## src/rtl/status_led_if.sv

```systemverilog
// rtl/status_led_if.sv - status LED / LTSSM control signal bundle
interface status_led_if #(
  parameter int NUM_CH = 4
);
  logic [2*NUM_CH-1:0] mode_i;
  logic [NUM_CH-1:0]   act_i;
  logic                link_up_i;
  logic                retrain_req_i;
  logic [NUM_CH-1:0]   led_o;
  logic                heartbeat_o;
  logic                ltssm_enable_o;
  logic [7:0]          retrain_cnt_o;

  modport master (
    output mode_i, act_i, link_up_i, retrain_req_i,
    input  led_o, heartbeat_o, ltssm_enable_o, retrain_cnt_o
  );

  modport slave (
    input  mode_i, act_i, link_up_i, retrain_req_i,
    output led_o, heartbeat_o, ltssm_enable_o, retrain_cnt_o
  );
endinterface

```

## src/rtl/status_led_ctrl.sv

```systemverilog
// rtl/status_led_ctrl.sv - per-channel status LEDs, heartbeat and LTSSM enable sequencer
module status_led_ctrl #(
  parameter int NUM_CH    = 4,
  parameter int CNT_W     = 24,
  parameter int STRETCH_W = 20,
  parameter int LTSSM_DLY = 1024,
  parameter int HOLD_CYC  = 256,
  parameter int LINK_TO   = 0
) (
  input  logic         core_clk,
  input  logic         core_rst_n,
  status_led_if.slave  bus
);

  localparam int MAX_A = (LTSSM_DLY > HOLD_CYC) ? LTSSM_DLY : HOLD_CYC;
  localparam int MAX_V = (LINK_TO > MAX_A) ? LINK_TO : MAX_A;
  localparam int CW    = (MAX_V < 2) ? 1 : $clog2(MAX_V);

  localparam logic [CW-1:0] DLY_LAST  = CW'(LTSSM_DLY - 1);
  localparam logic [CW-1:0] HOLD_LAST = CW'(HOLD_CYC - 1);
  localparam logic [CW-1:0] LINK_LAST = CW'((LINK_TO == 0) ? 0 : LINK_TO - 1);

  typedef enum logic [1:0] {ST_WAIT, ST_ENABLE, ST_HOLD} state_t;

  logic [CNT_W-1:0]     hb_cnt;
  logic [CNT_W-1:0]     hb_nxt;
  logic [STRETCH_W-1:0] stretch_cnt [NUM_CH];
  logic [NUM_CH-1:0]    led_q;
  logic [NUM_CH-1:0]    led_nxt;

  state_t               state_q, state_d;
  logic [CW-1:0]        cnt_q, cnt_d;
  logic                 retrain_evt;
  logic                 en_q;
  logic [7:0]           rcnt_q;

  assign hb_nxt = hb_cnt + 1'b1;

  // LED is registered from next-cycle values so blink tracks hb_cnt exactly
  always_comb begin
    led_nxt = '0;
    for (int n = 0; n < NUM_CH; n++) begin
      case (bus.mode_i[2*n +: 2])
        2'b00:   led_nxt[n] = 1'b0;
        2'b01:   led_nxt[n] = 1'b1;
        2'b10:   led_nxt[n] = hb_nxt[CNT_W-3];
        default: led_nxt[n] = bus.act_i[n] | (stretch_cnt[n] != '0);
      endcase
    end
  end

  always_ff @(posedge core_clk or negedge core_rst_n) begin
    if (!core_rst_n) begin
      hb_cnt <= '0;
      led_q  <= '0;
      for (int n = 0; n < NUM_CH; n++) begin
        stretch_cnt[n] <= '0;
      end
    end else begin
      hb_cnt <= hb_nxt;
      led_q  <= led_nxt;
      for (int n = 0; n < NUM_CH; n++) begin
        if (bus.act_i[n]) begin
          stretch_cnt[n] <= '1;
        end else if (stretch_cnt[n] != '0) begin
          stretch_cnt[n] <= stretch_cnt[n] - 1'b1;
        end
      end
    end
  end

  // One counter serves the power-up delay, link-down watchdog and hold time
  always_comb begin
    state_d     = state_q;
    cnt_d       = cnt_q;
    retrain_evt = 1'b0;
    case (state_q)
      ST_WAIT: begin
        if (cnt_q == DLY_LAST) begin
          state_d = ST_ENABLE;
          cnt_d   = '0;
        end else begin
          cnt_d = cnt_q + 1'b1;
        end
      end
      ST_ENABLE: begin
        if (LINK_TO != 0) begin
          if (bus.link_up_i) begin
            cnt_d = '0;
          end else if (cnt_q == LINK_LAST) begin
            retrain_evt = 1'b1;
          end else begin
            cnt_d = cnt_q + 1'b1;
          end
        end
        if (bus.retrain_req_i) begin
          retrain_evt = 1'b1;
        end
        if (retrain_evt) begin
          state_d = ST_HOLD;
          cnt_d   = '0;
        end
      end
      ST_HOLD: begin
        if (cnt_q == HOLD_LAST) begin
          state_d = ST_ENABLE;
          cnt_d   = '0;
        end else begin
          cnt_d = cnt_q + 1'b1;
        end
      end
      default: begin
        state_d = ST_WAIT;
        cnt_d   = '0;
      end
    endcase
  end

  always_ff @(posedge core_clk or negedge core_rst_n) begin
    if (!core_rst_n) begin
      state_q <= ST_WAIT;
      cnt_q   <= '0;
      en_q    <= 1'b0;
      rcnt_q  <= '0;
    end else begin
      state_q <= state_d;
      cnt_q   <= cnt_d;
      en_q    <= (state_d == ST_ENABLE);
      if (retrain_evt && (rcnt_q != 8'hFF)) begin
        rcnt_q <= rcnt_q + 1'b1;
      end
    end
  end

  assign bus.led_o          = led_q;
  assign bus.heartbeat_o    = hb_cnt[CNT_W-1];
  assign bus.ltssm_enable_o = en_q;
  assign bus.retrain_cnt_o  = rcnt_q;

endmodule
```

## src/flat_wrapper.sv

```systemverilog
// flat-port wrapper written by rule: the top's interface ports become plain ports
module status_led_ctrl_flat 
#(
  parameter int NUM_CH    = 4,
  parameter int CNT_W     = 24,
  parameter int STRETCH_W = 20,
  parameter int LTSSM_DLY = 1024,
  parameter int HOLD_CYC  = 256,
  parameter int LINK_TO   = 0
)
  (core_clk, core_rst_n, bus_mode_i, bus_act_i, bus_link_up_i, bus_retrain_req_i, bus_led_o, bus_heartbeat_o, bus_ltssm_enable_o, bus_retrain_cnt_o);
  status_led_if #(.NUM_CH(NUM_CH)) bus_i ();
  input  logic core_clk;
  input  logic core_rst_n;
  input wire logic [$bits(bus_i.mode_i)-1:0] bus_mode_i;
  input wire logic [$bits(bus_i.act_i)-1:0] bus_act_i;
  input wire logic [$bits(bus_i.link_up_i)-1:0] bus_link_up_i;
  input wire logic [$bits(bus_i.retrain_req_i)-1:0] bus_retrain_req_i;
  output wire logic [$bits(bus_i.led_o)-1:0] bus_led_o;
  output wire logic [$bits(bus_i.heartbeat_o)-1:0] bus_heartbeat_o;
  output wire logic [$bits(bus_i.ltssm_enable_o)-1:0] bus_ltssm_enable_o;
  output wire logic [$bits(bus_i.retrain_cnt_o)-1:0] bus_retrain_cnt_o;
  assign bus_i.mode_i = bus_mode_i;
  assign bus_i.act_i = bus_act_i;
  assign bus_i.link_up_i = bus_link_up_i;
  assign bus_i.retrain_req_i = bus_retrain_req_i;
  assign bus_led_o = bus_i.led_o;
  assign bus_heartbeat_o = bus_i.heartbeat_o;
  assign bus_ltssm_enable_o = bus_i.ltssm_enable_o;
  assign bus_retrain_cnt_o = bus_i.retrain_cnt_o;
  status_led_ctrl #(.NUM_CH(NUM_CH), .CNT_W(CNT_W), .STRETCH_W(STRETCH_W), .LTSSM_DLY(LTSSM_DLY), .HOLD_CYC(HOLD_CYC), .LINK_TO(LINK_TO)) u_core (.core_clk(core_clk), .core_rst_n(core_rst_n), .bus(bus_i));
endmodule
```

## config.mk

```make
export PLATFORM = sky130hd
export DESIGN_NAME = status_led_ctrl_flat
export DESIGN_NICKNAME = d
export VERILOG_FILES = /design/src/rtl/status_led_if.sv /design/src/rtl/status_led_ctrl.sv /design/src/flat_wrapper.sv
export SDC_FILE = /design/constraint.sdc
export NUM_CORES = 1
export LEC_CHECK = 0
export ABC_AREA = 0
export BUFFER_PORTS_ARGS = -buffer_cell sky130_fd_sc_hd__buf_4
export CELL_PAD_IN_SITES_DETAIL_PLACEMENT = 0
export CELL_PAD_IN_SITES_GLOBAL_PLACEMENT = 2
export CORE_MARGIN = 2
export CORE_UTILIZATION = 40
export CTS_CLUSTER_DIAMETER = 60
export CTS_CLUSTER_SIZE = 12
export DETAILED_ROUTE_END_ITERATION = 8
export HOLD_SLACK_MARGIN = 0.02
export PLACE_DENSITY = 0.81
export SYNTH_ARGS = -nofsm -noshare
export SYNTH_HDL_FRONTEND = slang
export SYNTH_SLANG_ARGS = --single-unit
```

## constraint.sdc

```tcl
create_clock -name core_clk -period 6.4 [get_ports core_clk]
set_input_delay 0.64 -clock core_clk [delete_from_list [all_inputs] [get_ports core_clk]]
set_output_delay 0.64 -clock core_clk [all_outputs]
set_load 0.01 [all_outputs]
```

==> impl_metrics.csv <==
group,metric,value,unit
global_route,overflow,0,
global_route,grt_pass1_vias,4864,
synthesis,synthMuxAreaShare,1.689,%
detailed_routing,drc,0,
worst_setup_path,crit_arrival,3.12,ns
detailed_routing,via_per_inst,5.325,
die,start_util,41.20,%
clock_tree,cts_num_sinks,129,
sta,finalSetupViolCount,0,
pwr,p_leak,0.002747,µW
worst_setup_path,critPathKind,"reg -> reg",
worst_setup_path,cpMaxStageDelayCell,"nor4b_1",
clock_tree,numCtsBuffers,17,
sta,fin_crit,2.843,ns
synthesis,synth_xor_area_share,9.300,%
sta,slew_viol_final,0,
sta,clock_skew,0.005655,ns
sta,maxSlewHeadroom,24.35,%
die,dieArea,0.01752,mm²
worst_setup_path,rrSetupSlack,3.56,ns
detailed_routing,wl,13.29,mm
clock_tree,cts_resized,0,
synthesis,synthCells,667,
synthesis,synth-compound-area-share,10.25,%
sta,finalHoldViolCount,0,
global_route,grt.total_usage,16.19,%
clock_tree,post_cts_buffers,0,
sta,rsz0062_at_grt,"false",
finish,nets,721,
outcome,status,"completed",
place,hpwl,8.693,mm
global_route,grt_pass1_wl,23.34,mm
pwr,powerDensity,257.6,mW/mm²
finish,drive_gt1_share,10.73,%
place,place_worst_setup_slack,3.559,ns
synthesis,yosysWarnings,0,
detailed_routing,num_vias,4920,
synthesis,async_reset_ff_share,100.0,%
pwr,ir_worst_vdd,179.2,µV
min_path,hp-class,"in -> async",
worst_setup_path,rr_worst_depth,7,
die,ios,30,
finish,synthToLayoutAreaGrowth,16.23,%
worst_setup_path,required,6.67,ns
clock_tree,worstSkewPairLatency,0.41,ns
clock_tree,htree_levels,4,
detailed_routing,wl_per_cell,14.38,µm
synthesis,syn_area_per_cell,9.884,µm²
clock_tree,cts_tree,"built",
synthesis,synth_edf_count,0,
sta,fin_setup_tns,0,ns
finish,multi_input_area,0.003197,mm²
synthesis,ys_ff_latch,129,
clock_tree,cts_buffer_depth,2,
worst_setup_path,cp_slowest_stage_delay,0.64,ns
die,rows,46,
clock_tree,cts_root_buffer,"clkbuf_16",
sta,tightestPinTransition,1.126,ns
sta,finalWorstSetupSlack,3.557,ns
worst_setup_path,cp_max_fo,10,
die,die_w,132.4,µm
finish,final_common_cell,"dfrtp_1",
sta,fmax,351.8,MHz
detailed_routing,drtIter0Drc,301,
global_route,antenna_found_initial,0,
worst_setup_path,end_kind,"flip-flop",
die,die_y,132.4,µm
finish,final-seq-area,0.003228,mm²
detailed_routing,first_pass_iters,4,
worst_setup_path,cp_cell_sequence,"inv_1, ha_1, nor4b_1, nand4_1, nor2_1, nand3_1, o2bb2ai_1",
finish,fillers,1547,
synthesis,yosysSeqAreaShare,48.97,%
synthesis,synth_ff_type,"dfrtp_1",
detailed_routing,postRouteAntennaNets,0,
clock_tree,holdBufCountCts,0,
place,numPortBuffers,28,
finish,final_cell_mix,"dfrtp_1 (129), nand2_1 (62), nor3_1 (43)",
synthesis,synth_top_family_by_area,"simple AND/OR/NAND/NOR gates",
synthesis,synth_fa_ha_area_share,1.898,%
sta,fin_crit_sh,44.42,%
synthesis,syn-cell-area,0.006593,mm²
place,routabilityCongestion,0.7571,
worst_setup_path,r2r_end,"u_core.bus.led_o[0]",
worst_setup_path,reg2reg_from,"u_core.stretch_cnt[60]",
run,max-cap-violations,0,
synthesis,synth_nets,693,
synthesis,yosys.cell_types.count,57,
synthesis,yosys.area_share.simple,25.36,%
finish,antenna-diode-count,0,
worst_setup_path,cp-start-kind,"flip-flop",
global_route,grt_max_degree,83,
die,core,0.01600,mm²
clock_tree,clkTransAtPathRegs,0.05,ns
==> where the power goes <==
group	switching (µW)	internal, µW
clock	343	738
sequential	7.42	824
combinational	39.9	21.5
total	390	1580
==> through the flow <==
step                      utilization (%)  power (µW)  area [µm²]  hold WS, ns  std cells
after floorplan                         -       871.9        6593       0.3444        667
after global placement              43.77       905.9        7003       0.4521        892
after detailed placement            43.77       908.2        7003       0.4559        892
after CTS                           47.89        2005        7662       0.4182        924
after global routing                47.89        2057        7662       0.4260        924
final                               47.89        1974        7662       0.4063        924
==> state kept, by name (all words and copies together) (netlist names) <==
name,flops
u_core.bus.led_o,4
u_core.bus.ltssm_enable_o,1
u_core.bus.retrain_cnt_o,8
u_core.cnt_q,10
u_core.hb_cnt,24
u_core.state_q,2
u_core.stretch_cnt,80
==> per-layer routing <==
metal  GRT usage [%]  vias to the layer above  wire [µm]  part of all wire [%]
met5               0                        -          0                     0
met1           21.25                     2403       6417                    48
met2           26.25                       66       6339                    48
met3           4.652                       13        398                   3.0
met4           4.480                        0        129                  0.97
li1                -                     2438          -                     -
==> cell type report <==
| cell class | count | share of cell area [%] |
|---|---|---|
| sequential | 129 | 42.13 |
| multi-input combinational | 494 | 41.72 |
| clock buffer | 21 | 5.879 |
| tap | 216 | 3.527 |
| timing repair buffer | 29 | 2.841 |
| clock inverter | 11 | 2.727 |
| inverter | 24 | 1.176 |
==> worst max-delay path, delay by kind of cell (launching register included) <==
kind,cells,cell delay [ns]
adder cells (fa/ha/maj),1,0.30
buffers and inverters,1,0.10
flip-flops,1,0.41
AND/OR/NAND/NOR,4,1.76
AO/OA/AOI/OAI,1,0.13
==> cell usage after synthesis, drive strengths merged (3+ instances only) <==
master	number	area share (%)
a211o	5	0.66
a211oi	3	0.34
a21o	6	0.68
a21oi	18	1.4
a31oi	7	0.66
and2	4	0.38
and3	7	0.66
and4	4	0.53
clkbuf	18	1.0
dfrtp	129	49
ha	10	1.9
inv	24	1.4
mux2i	10	1.5
nand2	62	3.5
nand2b	26	2.5
nand3	25	1.9
nand3b	5	0.57
nand4	10	0.95
nor2	42	2.5
nor2b	9	0.85
nor3	44	3.5
nor4	15	1.5
nor4b	6	0.89
o211ai	9	1.0
o21ai	26	2.0
o2bb2ai	4	0.53
o311ai	4	0.53
o31ai	7	0.80
or2	4	0.38
or3	20	2.0
or4	13	1.6
xnor2	41	5.4
xor2	29	3.9
==> how the worst max path moves through the flow <==
stage,startpoint,end,slack (ns),cells after the start
6_report,u_core.stretch_cnt[60],u_core.bus.led_o[0],3.56,7
5_1_grt,u_core.stretch_cnt[60],u_core.stretch_cnt[65],3.22,7
4_1_cts,u_core.stretch_cnt[60],u_core.bus.led_o[0],3.55,7
3_5_place_dp,u_core.stretch_cnt[60],u_core.bus.led_o[0],3.56,7
3_3_place_gp,u_core.stretch_cnt[60],u_core.bus.led_o[0],3.63,7
2_1_floorplan,u_core.stretch_cnt[30],u_core.stretch_cnt[21],4.21,5
==> cell families (layout without fill, tap and decap cells) <==
family,after synthesis,in the layout
fa+ha+maj,10,10
xor+xnor,70,70
buf+inv,44,85
simple gates,304,304
mux,11,11
flops,129,129
compound gates,99,99
Power figures use the tool's default switching activity.
